==> src/rtl/add16_pkg.sv <==
// Shared constants and state type for the 16-bit packet accumulator.
package add16_pkg;
    localparam int DATA_W = 16;
    localparam int CNT_W  = 8;
    localparam logic [DATA_W-1:0] SAT_VAL = 16'hFFFF;
    localparam logic [CNT_W-1:0]  CNT_MAX = '1;

    typedef enum logic {
        ACC = 1'b0,
        OUT = 1'b1
    } state_e;
endpackage

==> src/rtl/add16_core.sv <==
// Combinational 16+16 -> 17-bit adder; carry-out is returned separately.
module add16_core
    import add16_pkg::*;
(
    input  logic [DATA_W-1:0] a_i,
    input  logic [DATA_W-1:0] b_i,
    output logic [DATA_W-1:0] sum_o,
    output logic              carry_o
);
    assign {carry_o, sum_o} = {1'b0, a_i} + {1'b0, b_i};
endmodule

==> src/rtl/add16_accum.sv <==
// Packet accumulator: sums beats until in_last, then holds the result until taken.
// Define ADD16_ACCUM_SAT_EN to saturate the sum at 16'hFFFF instead of wrapping.
module add16_accum
    import add16_pkg::*;
(
    input  logic              clk,
    input  logic              rst_n,
    input  logic              in_valid,
    output logic              in_ready,
    input  logic [DATA_W-1:0] in_data,
    input  logic              in_last,
    output logic              out_valid,
    input  logic              out_ready,
    output logic [DATA_W-1:0] out_sum,
    output logic              out_ovf,
    output logic [CNT_W-1:0]  out_cnt
);
    state_e            state_q, state_d;
    logic [DATA_W-1:0] acc_q, acc_d;
    logic              ovf_q, ovf_d;
    logic [CNT_W-1:0]  cnt_q, cnt_d;

    logic [DATA_W-1:0] add_sum;
    logic              add_carry;

    add16_core u_core (
        .a_i     (acc_q),
        .b_i     (in_data),
        .sum_o   (add_sum),
        .carry_o (add_carry)
    );

    // Handshake outputs depend only on registered state.
    assign in_ready  = (state_q == ACC);
    assign out_valid = (state_q == OUT);
    assign out_sum   = acc_q;
    assign out_ovf   = ovf_q;
    assign out_cnt   = cnt_q;

    always_comb begin
        state_d = state_q;
        acc_d   = acc_q;
        ovf_d   = ovf_q;
        cnt_d   = cnt_q;
        case (state_q)
            ACC: begin
                if (in_valid) begin
`ifdef ADD16_ACCUM_SAT_EN
                    // Once saturated, any further add carries or adds zero, so it sticks.
                    acc_d = add_carry ? SAT_VAL : add_sum;
`else
                    acc_d = add_sum;
`endif
                    ovf_d = ovf_q | add_carry;
                    if (cnt_q != CNT_MAX) cnt_d = cnt_q + 1'b1;
                    if (in_last) state_d = OUT;
                end
            end
            OUT: begin
                if (out_ready) begin
                    state_d = ACC;
                    acc_d   = '0;
                    ovf_d   = 1'b0;
                    cnt_d   = '0;
                end
            end
            default: state_d = ACC;
        endcase
    end

    always_ff @(posedge clk) begin
        if (!rst_n) begin
            state_q <= ACC;
            acc_q   <= '0;
            ovf_q   <= 1'b0;
            cnt_q   <= '0;
        end else begin
            state_q <= state_d;
            acc_q   <= acc_d;
            ovf_q   <= ovf_d;
            cnt_q   <= cnt_d;
        end
    end
endmodule

==> config.mk <==
export PLATFORM = sky130hd
export DESIGN_NAME = add16_accum
export DESIGN_NICKNAME = d
export VERILOG_FILES = /design/src/rtl/add16_pkg.sv /design/src/rtl/add16_core.sv /design/src/rtl/add16_accum.sv
export SDC_FILE = /design/constraint.sdc
export NUM_CORES = 1
export LEC_CHECK = 0
export BUFFER_PORTS_ARGS = -buffer_cell sky130_fd_sc_hd__clkbuf_2
export CORE_MARGIN = 1
export CORE_UTILIZATION = 53
export CTS_CLUSTER_SIZE = 30
export DETAILED_ROUTE_END_ITERATION = 6
export MAX_ROUTING_LAYER = met4
export PLACE_DENSITY = 0.77
export SLEW_MARGIN = 15
export SYNTH_ARGS = -nofsm -noshare
export SYNTH_HDL_FRONTEND = slang
export SYNTH_SLANG_ARGS = --single-unit
==> constraint.sdc <==
create_clock -name clk -period 3.2 [get_ports clk]
set_input_delay 0.64 -clock clk [delete_from_list [all_inputs] [get_ports clk]]
set_output_delay 0.64 -clock clk [all_outputs]
set_load 0.05 [all_outputs]
# Yosys cells after proc, flatten, opt, wreduce, memory -nomap -nowiden
# Cells that the tools add are included.
# totals
output_inout_bits	27
input_bits	21
regBits	26
wordCells	28
# classes
add_sub_neg	2
muxes	14
bitwise_logic	2
eq_ne	4
n_reduce_logical	2
# op_table
cell	count
$mux W16	2
$pmux W16 S2	1
$mux W8	3
$add A16 B16 Y17	1
$pmux W8 S2	1
$add A8 B1 Y8 const B	1
$ne A8 B8 Y1 const B	1
$mux W1	5
$ne A2 B2 Y1 const B	2
$pmux W1 S2	2
$reduce_and A3 Y1	1
$ne A2 B1 Y1 const B	1
$reduce_and A2 Y1	1
$not A1 Y1	1
$or A1 B1 Y1	1

# Depth between registers and ports, before layout
# Gate-level depths: netlist (run 1).
# logic_depth
word_depth	4
depth_mapped	8
depth_no_buf	8

# Cells and area by module
# From an unflattened synthesis (run 1), not the netlist that was laid out.
# unflattened
cells_unflattened	221
hier_area_um2	1880.6
# by_module_without_submodules
mod	seq_area_each_um2	cells_each	instances	area_each_um2
add16_accum	520.5	111	1	1024.7
add16_core	0.0	110	1	855.8

# Worst setup path after synthesis (run 1)
# No wires, ideal clock.
# synth_timing
path_kind	register -> register
from	register acc_q[0], in the netlist out_sum[0]
to	register acc_q[14], in the netlist out_sum[14]
path_slack_ns	0.565
n_path_buf	0
t_required_ns	3.083
setup_ns	0.117
stages_incl_launch_ff	9
t_arrival_ns	2.518
synth_period_minus_slack_ns	2.635
cell_sequence	dfxtp_1 ha_1 inv_1 fa_1 and2b_4 o2111ai_4 a2111oi_2 o21ai_1 a32o_1
# synth_via
elab_chain_cells	3
# synth_rtl
item	line_no	rtl
start, declared	add16_accum.sv:19	logic [DATA_W-1:0] acc_q, acc_d;
start signal, assigned	add16_accum.sv:74	acc_q <= '0;
start signal, assigned	add16_accum.sv:79	acc_q <= acc_d;
$add A16 B16 Y17	add16_core.sv:10	assign {carry_o, sum_o} = {1'b0, a_i} + {1'b0, b_i};
$mux W16	add16_accum.sv:47	if (in_valid) begin
$pmux W16 S2	add16_accum.sv:45	case (state_q)
# No other way between the ends. The select of a mux whose other input is x is not followed.
# A chain may end at the register's enable or synchronous reset.

# Worst setup path after layout (run 1)
# Same ends and word-level chain as after synthesis.

==> metrics.md, run 1 <==
| Metric | Value |
|---|---|
| Outcome | completed |
| Vias post-DR | 1798 |
| Netlist Area Pre-Place | 1861 µm² |
| Combinational Power Share | around two fifths |
| Full die area | 3752 µm² |
| CTS sink count | 26 |
| Power Dens Cells | 478.5 nW/µm² |
| Reg-to-Reg End | out_sum[14] |
| Crit. End Element | flop |
| Yosys warning count | 0 |
| Max Cap Violations | 0 |
| Peak VDD IR | around 0.22 mV |
| Critical-path cell list | ha_1 -> inv_1 -> fa_1 -> and2b_4 -> o2111ai_4 -> a2111oi_2 -> o21ai_1 -> a32o_1 |
| Post-route ant nets | 0 |
| Main combinational cell family by area after synthesis | compound AO/OA/AOI/OAI gates |
| Dpl ws | 0.4751 ns |
| Slew @ Worst Pin | 0.6013 ns |
| Compound-Gate Fraction of Synth Area | approximately 30% |
| Hold Crit Class | reg2reg |
| Reg-to-Reg Start | out_sum[0] |
| 1st-iter DRT viols | 121 |
| Seq/Total Area, Yosys | between 20% and 30% |
| Leakage | 0.9535 nW |
| Max incr delay on CP | roughly 0.44 ns |
| HPWL after detailed placement | 3331 µm |
| Post_cts resized | 0 |
| Tmin final | around 2.4 ns |
| Worst Hold Depth | 2 |
| Number of global-route vias before repair | roughly 1500 |
| Slowest cell on the critical path | a2111oi_2 |
| R2r setup slk | 0.82 ns |
| Required @ worst endpoint | 3.44 ns |
| Worst Setup SP | out_sum[0] |
| WL/cell | around 14 µm |
| Synth Area in XOR/XNOR | around 3.8% |
| Layout fillers | 315 |
| First-pass GRT wire length | ~6900 µm |
| DR pass1 iterations | 4 |
| Hold Crit Start | out_sum[9] |
| Area delta synth->final | 17.42% |
| Clock transition at path regs | 0.16 ns |
| Setup-failing EPs final | 0 |
| Via density | between 5 and 6 |
| Crit-path max FO | 6 |
| Initial antenna violation count | 0 |
| Die H | 61.25 µm |
| Synth Instances | 215 |
| Final Worst Setup Slack | 0.8184 ns |
| CTS tree | built |
| Asr flop ratio synth | 0% |
| Skew-Pair Late Insertion Delay | 0.33 ns |
| Kind of cell adding the most delay to the critical path | compound AO/OA/AOI/OAI gates |
| PortBufs | 47 |
| Worst hold path endpoint | out_sum[9] |
| Sw Share | 40.08% |
| Cell Rows | 21 |
| Fin. Hold Viols | 0 |
| Post-synthesis mux area share | 1.883% |
| Clock root cell | clkbuf_4 |
| I/O pin count | 48 |
| CP startpoint kind | flop |
| Total CTS buffers | 3 |
| Mapped Nets | 254 |
| FF+latch count, synth | 26 |
| Starting Density | 55.76% |
| Adder-cell share of the synthesized area | 12.51% |
| Placed cells | ~300 |
| Final Slew Violations | 0 |
| CTS max path bufs | 2 |
| Core Area | 3337 µm² |
| Hold_buf cts | 0 |
| Mapped Avg Cell Area | 8.654 µm² |
| Fmax | 419.9 MHz |
| Slew margin rel. | 59.67% |
| Drc violations | 0 |
| Setup tns final | 0 ns |
| Power share of the clock group | 22.6% |
| Final WL | 4330 µm |
| Critical path class | reg2reg |
| Gr usage total | about a quarter |
| Distinct cell type count after synthesis | 54 |
| Grt ovf | 0 |
| Largest net degree at the start of global routing | 16 |
| Sequential group share of total power | 36.1% |
| Post-synth EDFFs | 0 |
| Setup repair after global routing missed its margin | no |
| Sw Pwr | 419.0 µW |
| P_int | around 630 µW |
| R2R depth | 8 |
| Synth Area in Simple Gates | approximately a fifth |
| Tcrit/Tclk final | 74.43% |
| N_diodes | 0 |
| CP arrival | approximately 2.6 ns |
| Gp weighted congestion | 0.8689 |
| Worst path buffer plus inverter count | 1 |
| H-tree levels | 1 |
| Final #Nets | 302 |
| Dominant synthesized flop cell | dfxtp_1 |
| Cell Count, Final, Fillers Out | roughly 310 |
| Post-CTS Setup Inserts | 0 |
| Chip width | 61.25 µm |
| Fin Clk Skew | 0.005273 ns |
| Layout cells sized above 1 | 24.05% |
## synth_stat cells (all sizes together), types with 2 or more instances
master	number	share of area (%)
a32o	5	2.7
buf	3	1.1
mux2i	2	1.1
o2111ai	2	1.9
o31ai	2	1.1
nand2	18	3.6
nor2b	9	3.0
a22oi	5	2.0
a21o	6	2.4
nor3	2	0.54
nor4	2	1.0
o21a	4	1.6
ha	17	11
o211ai	2	0.81
and3	2	0.67
nand3	7	1.9
a311oi	2	0.94
dfxtp	26	28
a21boi	2	0.81
or3	8	2.7
a211oi	3	1.5
nor2	12	2.4
inv	9	1.8
nand3b	2	0.81
a21oi	19	5.9
xnor2	7	3.3
o21ai	15	4.0
clkbuf	2	0.40
and2	3	1.0
## metrics by stage
step	instance area [µm²]	hold WS, ns	utilization (%)	power [mW]
after floorplan	1861	0.6710	-	0.7201
after global placement	2132	0.4517	63.89	0.8036
after detailed placement	2132	0.4678	63.89	0.8120
after CTS	2185	0.4874	65.47	1.044
after global routing	2185	0.5159	65.47	1.105
final	2185	0.4821	65.47	1.045
## cells in the final DEF, fill, tap and decap left out, types with 2 or more instances in the layout
| master | count |
|---|---|
| o21a_1 | 4 |
| o211ai_1 | 2 |
| inv_1 | 9 |
| nand3b_1 | 2 |
| clkbuf_4 | 3 |
| a21oi_1 | 17 |
| and2_1 | 3 |
| nand2_1 | 18 |
| clkbuf_2 | 47 |
| a32o_1 | 5 |
| dfxtp_1 | 26 |
| or3_1 | 8 |
| a211oi_1 | 2 |
| and3_1 | 2 |
| a22oi_1 | 5 |
| nor2b_1 | 9 |
| mux2i_1 | 2 |
| o21ai_1 | 3 |
| nor3_1 | 2 |
| xnor2_1 | 7 |
| a311oi_1 | 2 |
| a21o_1 | 6 |
| ha_1 | 17 |
| nor2_1 | 12 |
| a21boi_1 | 2 |
| nand3_1 | 7 |
| o21ai_0 | 12 |
## sequential cells by signal, indices dropped and copies added (netlist names)
| register | count |
|---|---|
| out_sum | 16 |
| out_valid | 1 |
| out_cnt | 8 |
| out_ovf | 1 |
## cells by family after synthesis
logic type / after synthesis
compound gates: 76
simple gates: 70
flops: 26
fa+ha+maj: 18
buf+inv: 14
xor+xnor: 8
mux: 3
## worst min-delay path, delay by kind of cell (launching register included)
family | cells | cell delay (ns)
AO/OA/AOI/OAI | 1 | 0.05
flip-flops | 1 | 0.36
AND/OR/NAND/NOR | 1 | 0.05
## area by class of cell
type | count | area, µm² | share of cell area, %
sequential | 26 | 520.5 | 23.83
clock buffer | 3 | 22.52 | 1.031
timing repair buffer | 48 | 242.7 | 11.11
inverter | 9 | 33.78 | 1.546
tap | 46 | 57.56 | 2.635
clock inverter | 1 | 30.03 | 1.375
multi-input combinational | 175 | 1277 | 58.48
## how the worst max path moves through the flow
stage / to / slack (ns) / cells past startpoint
3_3_place_gp: out_sum[14] / 0.51 / 9
3_5_place_dp: out_sum[14] / 0.48 / 9
6_report: out_sum[14] / 0.82 / 8
4_1_cts: out_sum[14] / 0.83 / 8
5_1_grt: out_sum[14] / 0.69 / 8
2_1_floorplan: out_sum[14] / 0.57 / 8
## power groups by stage
stage          combinational (mW)  clock (mW)  sequential, mW
3_5_place_dp                0.427           0           0.385
2_1_floorplan               0.242           0           0.478
4_1_cts                     0.430       0.237           0.377
6_report                    0.431       0.236           0.378
5_1_grt                     0.475       0.249           0.382
3_3_place_gp                0.421           0           0.383
## routing by layer
metal,routed length (µm),up-vias,global-route usage [%]
met5,0,-,-
met4,67,0,9.416
met3,290,6,1.891
met2,1918,69,37.73
met1,2054,817,35.95
li1,-,906,-
Power figures use the tool's default switching activity.
==> run 2, diff against run 1 <==
--- a/config.mk
+++ b/config.mk
@@ -7,11 +7,11 @@
 export LEC_CHECK = 0
 export BUFFER_PORTS_ARGS = -buffer_cell sky130_fd_sc_hd__clkbuf_2
 export CORE_MARGIN = 1
-export CORE_UTILIZATION = 53
+export CORE_UTILIZATION = 48
 export CTS_CLUSTER_SIZE = 30
 export DETAILED_ROUTE_END_ITERATION = 6
 export MAX_ROUTING_LAYER = met4
-export PLACE_DENSITY = 0.77
+export PLACE_DENSITY = 0.73
 export SLEW_MARGIN = 15
 export SYNTH_ARGS = -nofsm -noshare
 export SYNTH_HDL_FRONTEND = slang
==> constraint.sdc (replaced) <==
create_clock -name clk -period 2.1 [get_ports clk]
set_input_delay 0.42 -clock clk [delete_from_list [all_inputs] [get_ports clk]]
set_output_delay 0.42 -clock clk [all_outputs]
set_load 0.05 [all_outputs]
==> run 2 against run 1 <==
Sequential cell count is the same. Via count grew 3.8%. Core utilization grew 0.51 points. Power grew 68%. Setup slack lost 0.89 ns. Highest routed layer unchanged. Critical path type unchanged. The flow now finishes with violations (negative setup slack). Die area grew 10%. Sequential share of layout area shrank 1.9 points. Cell count grew 8.1%. Fmax grew 9.6%. First-iteration DRC count shrank 21%. Clock-buffer cell count is the same. Clock skew shrank 0.0033 ns.
==> metrics.md, run 2 (synthesized netlist as in run 1, its figures left out) <==
| Metric | Value |
|---|---|
| Clock root cell | clkbuf_8 |
| Power share of the clock group | 24.7% (+2.1 points) |
| Cell Rows | 22 (+4.8%) |
| Sw Share | 38.40% (-1.7 points) |
| Initial antenna violation count | 0 (unchanged) |
| Most common cell after layout, fill and taps aside | clkbuf_2 |
| Vias post-DR | 1867 (+3.8%) |
| Full die area | 4129 µm² (+10%) |
| Fin Clk Skew | 0.002018 ns (-0.003255 ns) |
| CTS sink count | 26 (unchanged) |
| Final Slew Violations | 0 (unchanged) |
| R2r setup slk | -0.07 ns (-0.89 ns) |
| Area used by multi-input combinational logic | 1315 µm² (+2.9%) |
| Slew margin rel. | 60.53% (+0.86 points) |
| Clock transition at path regs | 0.10 ns (-0.06 ns) |
| Area delta synth->final | 30.80% |
| Post-route ant nets | 0 (unchanged) |
| Hold Crit Class | in2reg |
| WL/cell | 13.69 µm (-2.6%) |
| PortBufs | 47 (unchanged) |
| Crit. End Element | flop |
| Reg-to-Reg End | out_sum[10] |
| Required @ worst endpoint | 2.28 ns (-1.16 ns) |
| Layout fillers | 341 (+8.3%) |
| DR pass1 iterations | 4 (unchanged) |
| Via density | 5.607 (-4.0%) |
| Sequential group share of total power | 32.9% (-3.2 points) |
| Total CTS buffers | 3 (unchanged) |
| Final WL | 4560 µm (+5.3%) |
| P_int | 1.082 mW (+73%) |
| Chip width | 64.26 µm (+4.9%) |
| Largest net degree at the start of global routing | 16 (unchanged) |
| CP startpoint kind | flop |
| Tot Pwr | 1.757 mW (+68%) |
| Max Cap Violations | 0 (unchanged) |
| Gr usage total | 23.78% (-1.6 points) |
| Max FFs per register | 16 (unchanged) |
| Critical-path cell list | ha_4 -> inv_2 -> fa_2 -> and2b_4 -> o2111ai_4 -> buf_6 -> a211oi_2 -> o21ai_1 -> a32o_1 |
| Number of global-route vias before repair | 1710 (+12%) |
| Critical path class | reg2reg |
| Worst Hold Depth | 3 (+1) |
| Leakage | 1.079 nW (+13%) |
| Crit-path max FO | 5 (-1) |
| First-pass GRT wire length | 7493 µm (+8.6%) |
| Final Worst Setup Slack | -0.07332 ns (-0.8917 ns) |
| R2R depth | 9 (+1) |
| I/O pin count | 48 (unchanged) |
| Die H | 64.26 µm (+4.9%) |
| HPWL after detailed placement | 3565 µm (+7.0%) |
| Slowest cell on the critical path | dfxtp_4 |
| Total area of sequential cells | 534.3 µm² (+2.6%) |
| Worst hold path endpoint | out_valid |
| Skew-Pair Late Insertion Delay | 0.28 ns (-0.05 ns) |
| CTS max path bufs | 2 (unchanged) |
| Final #Nets | 325 (+7.6%) |
| CP arrival | 2.36 ns (-0.27 ns) |
| Fin. Hold Viols | 0 (unchanged) |
| Drc violations | 0 (unchanged) |
| Slew @ Worst Pin | 0.5885 ns (-0.01277 ns) |
| Starting Density | 50.44% (-5.3 points) |
| Fmax | 460.1 MHz (+9.6%) |
| Setup-failing EPs final | 2 (+2) |
| Hold Crit Start | in_last |
| Gp weighted congestion | 0.8545 (-1.7%) |
| Max incr delay on CP | 0.37 ns (-0.07 ns) |
| Setup repair after global routing missed its margin | yes |
| Tmin final | 2.173 ns (-0.2083 ns) |
| Grt ovf | 0 (unchanged) |
| Outcome | finished, violations left |
| CTS tree | built |
| 1st-iter DRT viols | 95 (-21%) |
| Placed cells | 327 (+7.6%) |
| Tcrit/Tclk final | 103.5% (+29 points) |
| Peak VDD IR | 0.3694 mV (+71%) |
| N_diodes | 0 (unchanged) |
| Reg-to-Reg Start | out_sum[0] |
| Layout cells sized above 1 | 35.09% (+11 points) |
| H-tree levels | 1 (unchanged) |
| Cell Count, Final, Fillers Out | 333 (+8.1%) |
| Combinational Power Share | 42.4% (+1.1 points) |
| Failing checks | negative setup slack |
| Most frequent cells in the layout | 47 x clkbuf_2, 23 x buf_4, 18 x nand2_1, 17 x a21oi_1, 17 x dfxtp_1 |
| Sw Pwr | 674.7 µW (+61%) |
| Core Area | 3689 µm² (+11%) |
| Power Dens Cells | 722.0 nW/µm² (+51%) |
[run 2: how the worst max path moves through the flow]
| stage | start | end | slack, ns | cells past startpoint |
|---|---|---|---|---|
| CTS | out_sum[0] | out_sum[14] | -0.03 | 8 |
| detailed placement | in_data[0] | out_sum[14] | -0.20 | 9 |
| floorplan | out_sum[0] | out_sum[14] | -0.08 | 8 |
| finish | out_sum[0] | out_sum[10] | -0.07 | 9 |
| global placement | in_data[0] | out_sum[14] | -0.16 | 9 |
| global route | out_sum[0] | out_sum[10] | -0.14 | 9 |
[run 2: routing by layer]
layer,track usage [%],part of all wire (%)
met3,2.143,3.8
met5,-,0
met1,31.80,49
met4,6.667,0.96
met2,38.16,46
[run 2: power groups by stage]
stage | clock network (mW) | logic [mW] | registers [mW]
after CTS | 0.446 | 0.738 | 0.579
after floorplan | 0 | 0.375 | 0.734
after detailed placement | 0 | 0.732 | 0.590
after global placement | 0 | 0.722 | 0.589
final | 0.434 | 0.745 | 0.577
after global routing | 0.457 | 0.809 | 0.585
[run 2: critical path, delay by kind of cell, from the launching register on]
| kind | cells | cell delay, ns |
|---|---|---|
| and+or+nand+nor | 1 | 0.27 |
| AOI/OAI and AO/OA | 4 | 0.76 |
| DFF | 1 | 0.37 |
| buffers and inverters | 2 | 0.20 |
| adders and majority gates | 2 | 0.46 |
[run 2: through the flow]
stage                     setup slack, ns  utilization, %  hold slack, ns  instance area (µm²)  setup TNS (ns)
after floorplan                  -0.07585               -          0.5606                 1902         -0.1736
after global placement            -0.1645           63.26          0.4414                 2333         -0.7125
after detailed placement          -0.2009           63.26          0.4490                 2333         -0.9384
after CTS                        -0.02845           65.20          0.3848                 2405        -0.04363
after global routing              -0.1447           65.98          0.4051                 2434         -0.5714
final                            -0.07332           65.98          0.3864                 2434        -0.09679
[run 2: area by class of cell]
cell class / count / area share [%]
inverter: 9 / 1.388
multi-input combinational: 175 / 54.04
clock buffer: 3 / 1.697
tap: 48 / 2.468
clock inverter: 1 / 1.234
timing repair buffer: 71 / 17.22
sequential: 26 / 21.95
[run 2: repair_timing]
action,in CTS,in global routing
gates resized for setup,1,5
setup endpoints to repair,3,5
pin swaps,0,4
buffers inserted,0,2
hold buffers,0,0
==> run 3, diff against run 2 <==
--- a/config.mk
+++ b/config.mk
@@ -5,13 +5,13 @@
 export SDC_FILE = /design/constraint.sdc
 export NUM_CORES = 1
 export LEC_CHECK = 0
+export ABC_AREA = 1
 export BUFFER_PORTS_ARGS = -buffer_cell sky130_fd_sc_hd__clkbuf_2
-export CORE_MARGIN = 1
-export CORE_UTILIZATION = 48
+export CORE_UTILIZATION = 49
 export CTS_CLUSTER_SIZE = 30
 export DETAILED_ROUTE_END_ITERATION = 6
 export MAX_ROUTING_LAYER = met4
-export PLACE_DENSITY = 0.73
+export PLACE_DENSITY = 0.74
 export SLEW_MARGIN = 15
 export SYNTH_ARGS = -nofsm -noshare
 export SYNTH_HDL_FRONTEND = slang
==> run 3 against run 2 <==
The run now ends clean. Combinational power is 15% lower. Clock skew grew 0.00071 ns. Sequential share of layout area fell by 0.49 points. Cell count rose by 29%. Register-to-register slack improved by 0.37 ns. Sequential power down 2%. Critical path depth rose by 3. Non-clock buffer count decreased by 23. Sequential cell count unchanged. Worst hold slack improved by 0.018 ns.
==> metrics.md, run 3 <==
| Metric | Value |
|---|---|
| I/O pin count | 48 (unchanged) |
| Crit. End Element | flop |
| Final Slew Violations | 0 (unchanged) |
| Die H | 66.97 µm (+4.2%) |
| Layout cells sized above 1 | 18.11% (-17 points) |
| Fin Clk Skew | 0.002730 ns (+0.0007117 ns) |
| Post-synth EDFFs | 0 (unchanged) |
| Skew-Pair Late Insertion Delay | 0.28 ns (about the same) |
| Top-count cell post-synth | nand2_1 |
| CP startpoint kind | flop |
| Area delta synth->final | 17.24% |
| Post-CTS Setup Inserts | 0 (unchanged) |
| CP arrival | 2.02 ns (-0.34 ns) |
| Leakage | 1.330 nW (+23%) |
| Hold_buf cts | 0 (unchanged) |
| Chip width | 66.97 µm (+4.2%) |
| Setup repair after global routing missed its margin | no |
| Final #Nets | 421 (+30%) |
| Mapped Avg Cell Area | 6.211 µm² (-28%) |
| HPWL after detailed placement | 3811 µm (+6.9%) |
| DR pass1 iterations | 4 (unchanged) |
| Slew @ Worst Pin | 0.3966 ns (-0.1919 ns) |
| Top-area cell type share of the netlist area | 25.17% (-2.8 points) |
| Fin. Hold Viols | 0 (unchanged) |
| Top post-synthesis cells by count | 113 x nand2_1, 54 x inv_1, 33 x a21oi_1, 27 x nand3_1, 26 x dfxtp_1 |
| Setup-failing EPs final | 0 (-2) |
| Tcrit/Tclk final | 85.90% (-18 points) |
| Max FFs per register | 16 (unchanged) |
| Top cells by area, synth | dfxtp_1 25%, nand2_1 21%, ha_1 10%, inv_1 9.8%, a21oi_1 8.0% |
| Critical-path cell list | ha_1 -> inv_1 -> fa_1 -> inv_1 -> nand3_1 -> nand3_1 -> nand3_1 -> nand3_1 -> nand2_1 -> nand2_1 -> nand2_1 -> a21oi_1 |
| Core Area | 4029 µm² (+9.2%) |
| Initial antenna violation count | 0 (unchanged) |
| Starting Density | 51.34% (+0.89 points) |
| Largest net degree at the start of global routing | 18 (+2) |
| Crit-path most repeated cell | nand3_1 |
| Slew margin rel. | 73.53% (+13 points) |
| 1st-iter DRT viols | 100 (+5.3%) |
| Hold Crit Class | in2reg |
| FF+latch count, synth | 26 (unchanged) |
| Setup tns final | 0 ns (+0.09679 ns) |
| Yosys warning count | 0 (unchanged) |
| Dominant synthesized flop cell | dfxtp_1 |
| Grt ovf | 0 (unchanged) |
| Max incr delay on CP | 0.37 ns (about the same) |
| Via density | 5.000 (-11%) |
| CTS sink count | 26 (unchanged) |
| Power Dens Cells | 672.6 nW/µm² (-6.8%) |
| Gp weighted congestion | 0.8880 (+3.9%) |
| CTS max path bufs | 2 (unchanged) |
| Leading area contributor after synthesis | dfxtp_1 |
| First-pass GRT wire length | 8204 µm (+9.5%) |
| Post_cts resized | 0 (-1) |
| Critical path class | reg2reg |
| Cell Rows | 23 (+4.5%) |
| Required @ worst endpoint | 2.32 ns (+0.04 ns) |
| Fmax | 554.3 MHz (+20%) |
| Number of global-route vias before repair | 1856 (+8.5%) |
| Mapped Nets | 372 (+46%) |
| Layout fillers | 421 (+23%) |
| Netlist Area Pre-Place | 2068 µm² (+11%) |
| PortBufs | 47 (unchanged) |
| Outcome | completed |
| Max Cap Violations | 0 (unchanged) |
| Full die area | 4485 µm² (+8.6%) |
| Most common cell after layout, fill and taps aside | nand2_1 |
| Seq/Total Area, Yosys | 25.17% (-2.8 points) |
| Gr usage total | 24.66% (+0.88 points) |
| WL/cell | 11.32 µm (-17%) |
| Final WL | 4879 µm (+7.0%) |
| Clock root cell | clkbuf_8 |
| Peak VDD IR | 0.4141 mV (+12%) |
| Clock transition at path regs | 0.10 ns (about the same) |
| Slowest cell on the critical path | dfxtp_1 |
| Tmin final | 1.804 ns (-0.3694 ns) |
| Crit-path max FO | 4 (-1) |
| Asr flop ratio synth | 0% (unchanged) |
| N_diodes | 0 (unchanged) |
| Total CTS buffers | 3 (unchanged) |
| CTS tree | built |
| Vias post-DR | 2155 (+15%) |
| Post-route ant nets | 0 (unchanged) |
| Drc violations | 0 (unchanged) |
| H-tree levels | 1 (unchanged) |
| Synth Instances | 333 (+55%) |
| Most frequent cells in the layout | 113 x nand2_1, 54 x inv_1, 47 x clkbuf_2, 33 x a21oi_1, 27 x nand3_1 |
| Distinct cell type count after synthesis | 32 (-41%) |
| Tot Pwr | 1.631 mW (-7.2%) |
[run 3: layer usage]
| layer | routed length (µm) | share of wire, % | up-vias | global-route usage, % |
|---|---|---|---|---|
| li1 | - | - | 1152 | - |
| met2 | 2225 | 46 | 60 | 41.16 |
| met3 | 242 | 5.0 | 6 | 3.767 |
| met5 | 0 | 0 | - | - |
| met4 | 43 | 0.88 | 0 | 5.319 |
| met1 | 2368 | 49 | 937 | 31.22 |
[run 3: cells by family after synthesis]
| family | after synthesis | share of synthesized area [%] |
|---|---|---|
| adders and majority gates | 18 | 11.25 |
| AOI/OAI and AO/OA | 44 | 11.49 |
| xor gates and xnor gates | 2 | 0.8471 |
| and+or+nand+nor | 180 | 39.20 |
| DFF | 26 | 25.17 |
| buffers and inverters | 63 | 12.04 |
[run 3: path summary, 6_finish.rpt]
| kind | from | endpoint | slack [ns] | cells after the start |
|---|---|---|---|---|
| worst min register to register | out_ovf | out_ovf | 0.48 | 2 |
| worst max register to register | out_sum[0] | out_ovf | 0.30 | 12 |
| worst max-delay path | out_sum[0] | out_ovf | 0.30 | 12 |
| worst min-delay path | in_last | out_valid | 0.40 | 3 |
[run 3: layout make-up]
| class | instances | area [µm²] | area share (%) |
|---|---|---|---|
| clock buffers | 3 | 41.29 | 1.703 |
| repair buffers | 48 | 242.7 | 10.01 |
| inverters | 59 | 229.0 | 9.443 |
| well taps | 50 | 62.56 | 2.580 |
| flip-flops and latches | 26 | 520.5 | 21.47 |
| clock inverters | 1 | 30.03 | 1.238 |
| multi-input cells | 244 | 1299 | 53.56 |
[run 3: critical path, delay by kind of cell (launching register included)]
kind | cells | cell delay [ns]
adder cells (fa/ha/maj) | 2 | 0.52
flip-flops | 1 | 0.37
buffers and inverters | 2 | 0.16
AO/OA/AOI/OAI | 1 | 0.11
AND/OR/NAND/NOR | 7 | 0.59
[run 3: report_power, final]
group / internal (mW) / switching, mW
combinational: 0.193 / 0.437
clock: 0.256 / 0.177
sequential: 0.532 / 0.0355
[run 3: through the flow]
stage	hold slack (ns)	std cells	instance area [µm²]	worst slack, ns	utilization [%]
after floorplan	0.5759	333	2068	0.08553	-
after global placement	0.4599	427	2354	0.2220	58.42
after detailed placement	0.4653	427	2354	0.1872	58.42
after CTS	0.3934	431	2425	0.3109	60.19
after global routing	0.3988	431	2425	0.1228	60.19
final	0.4046	431	2425	0.2961	60.19
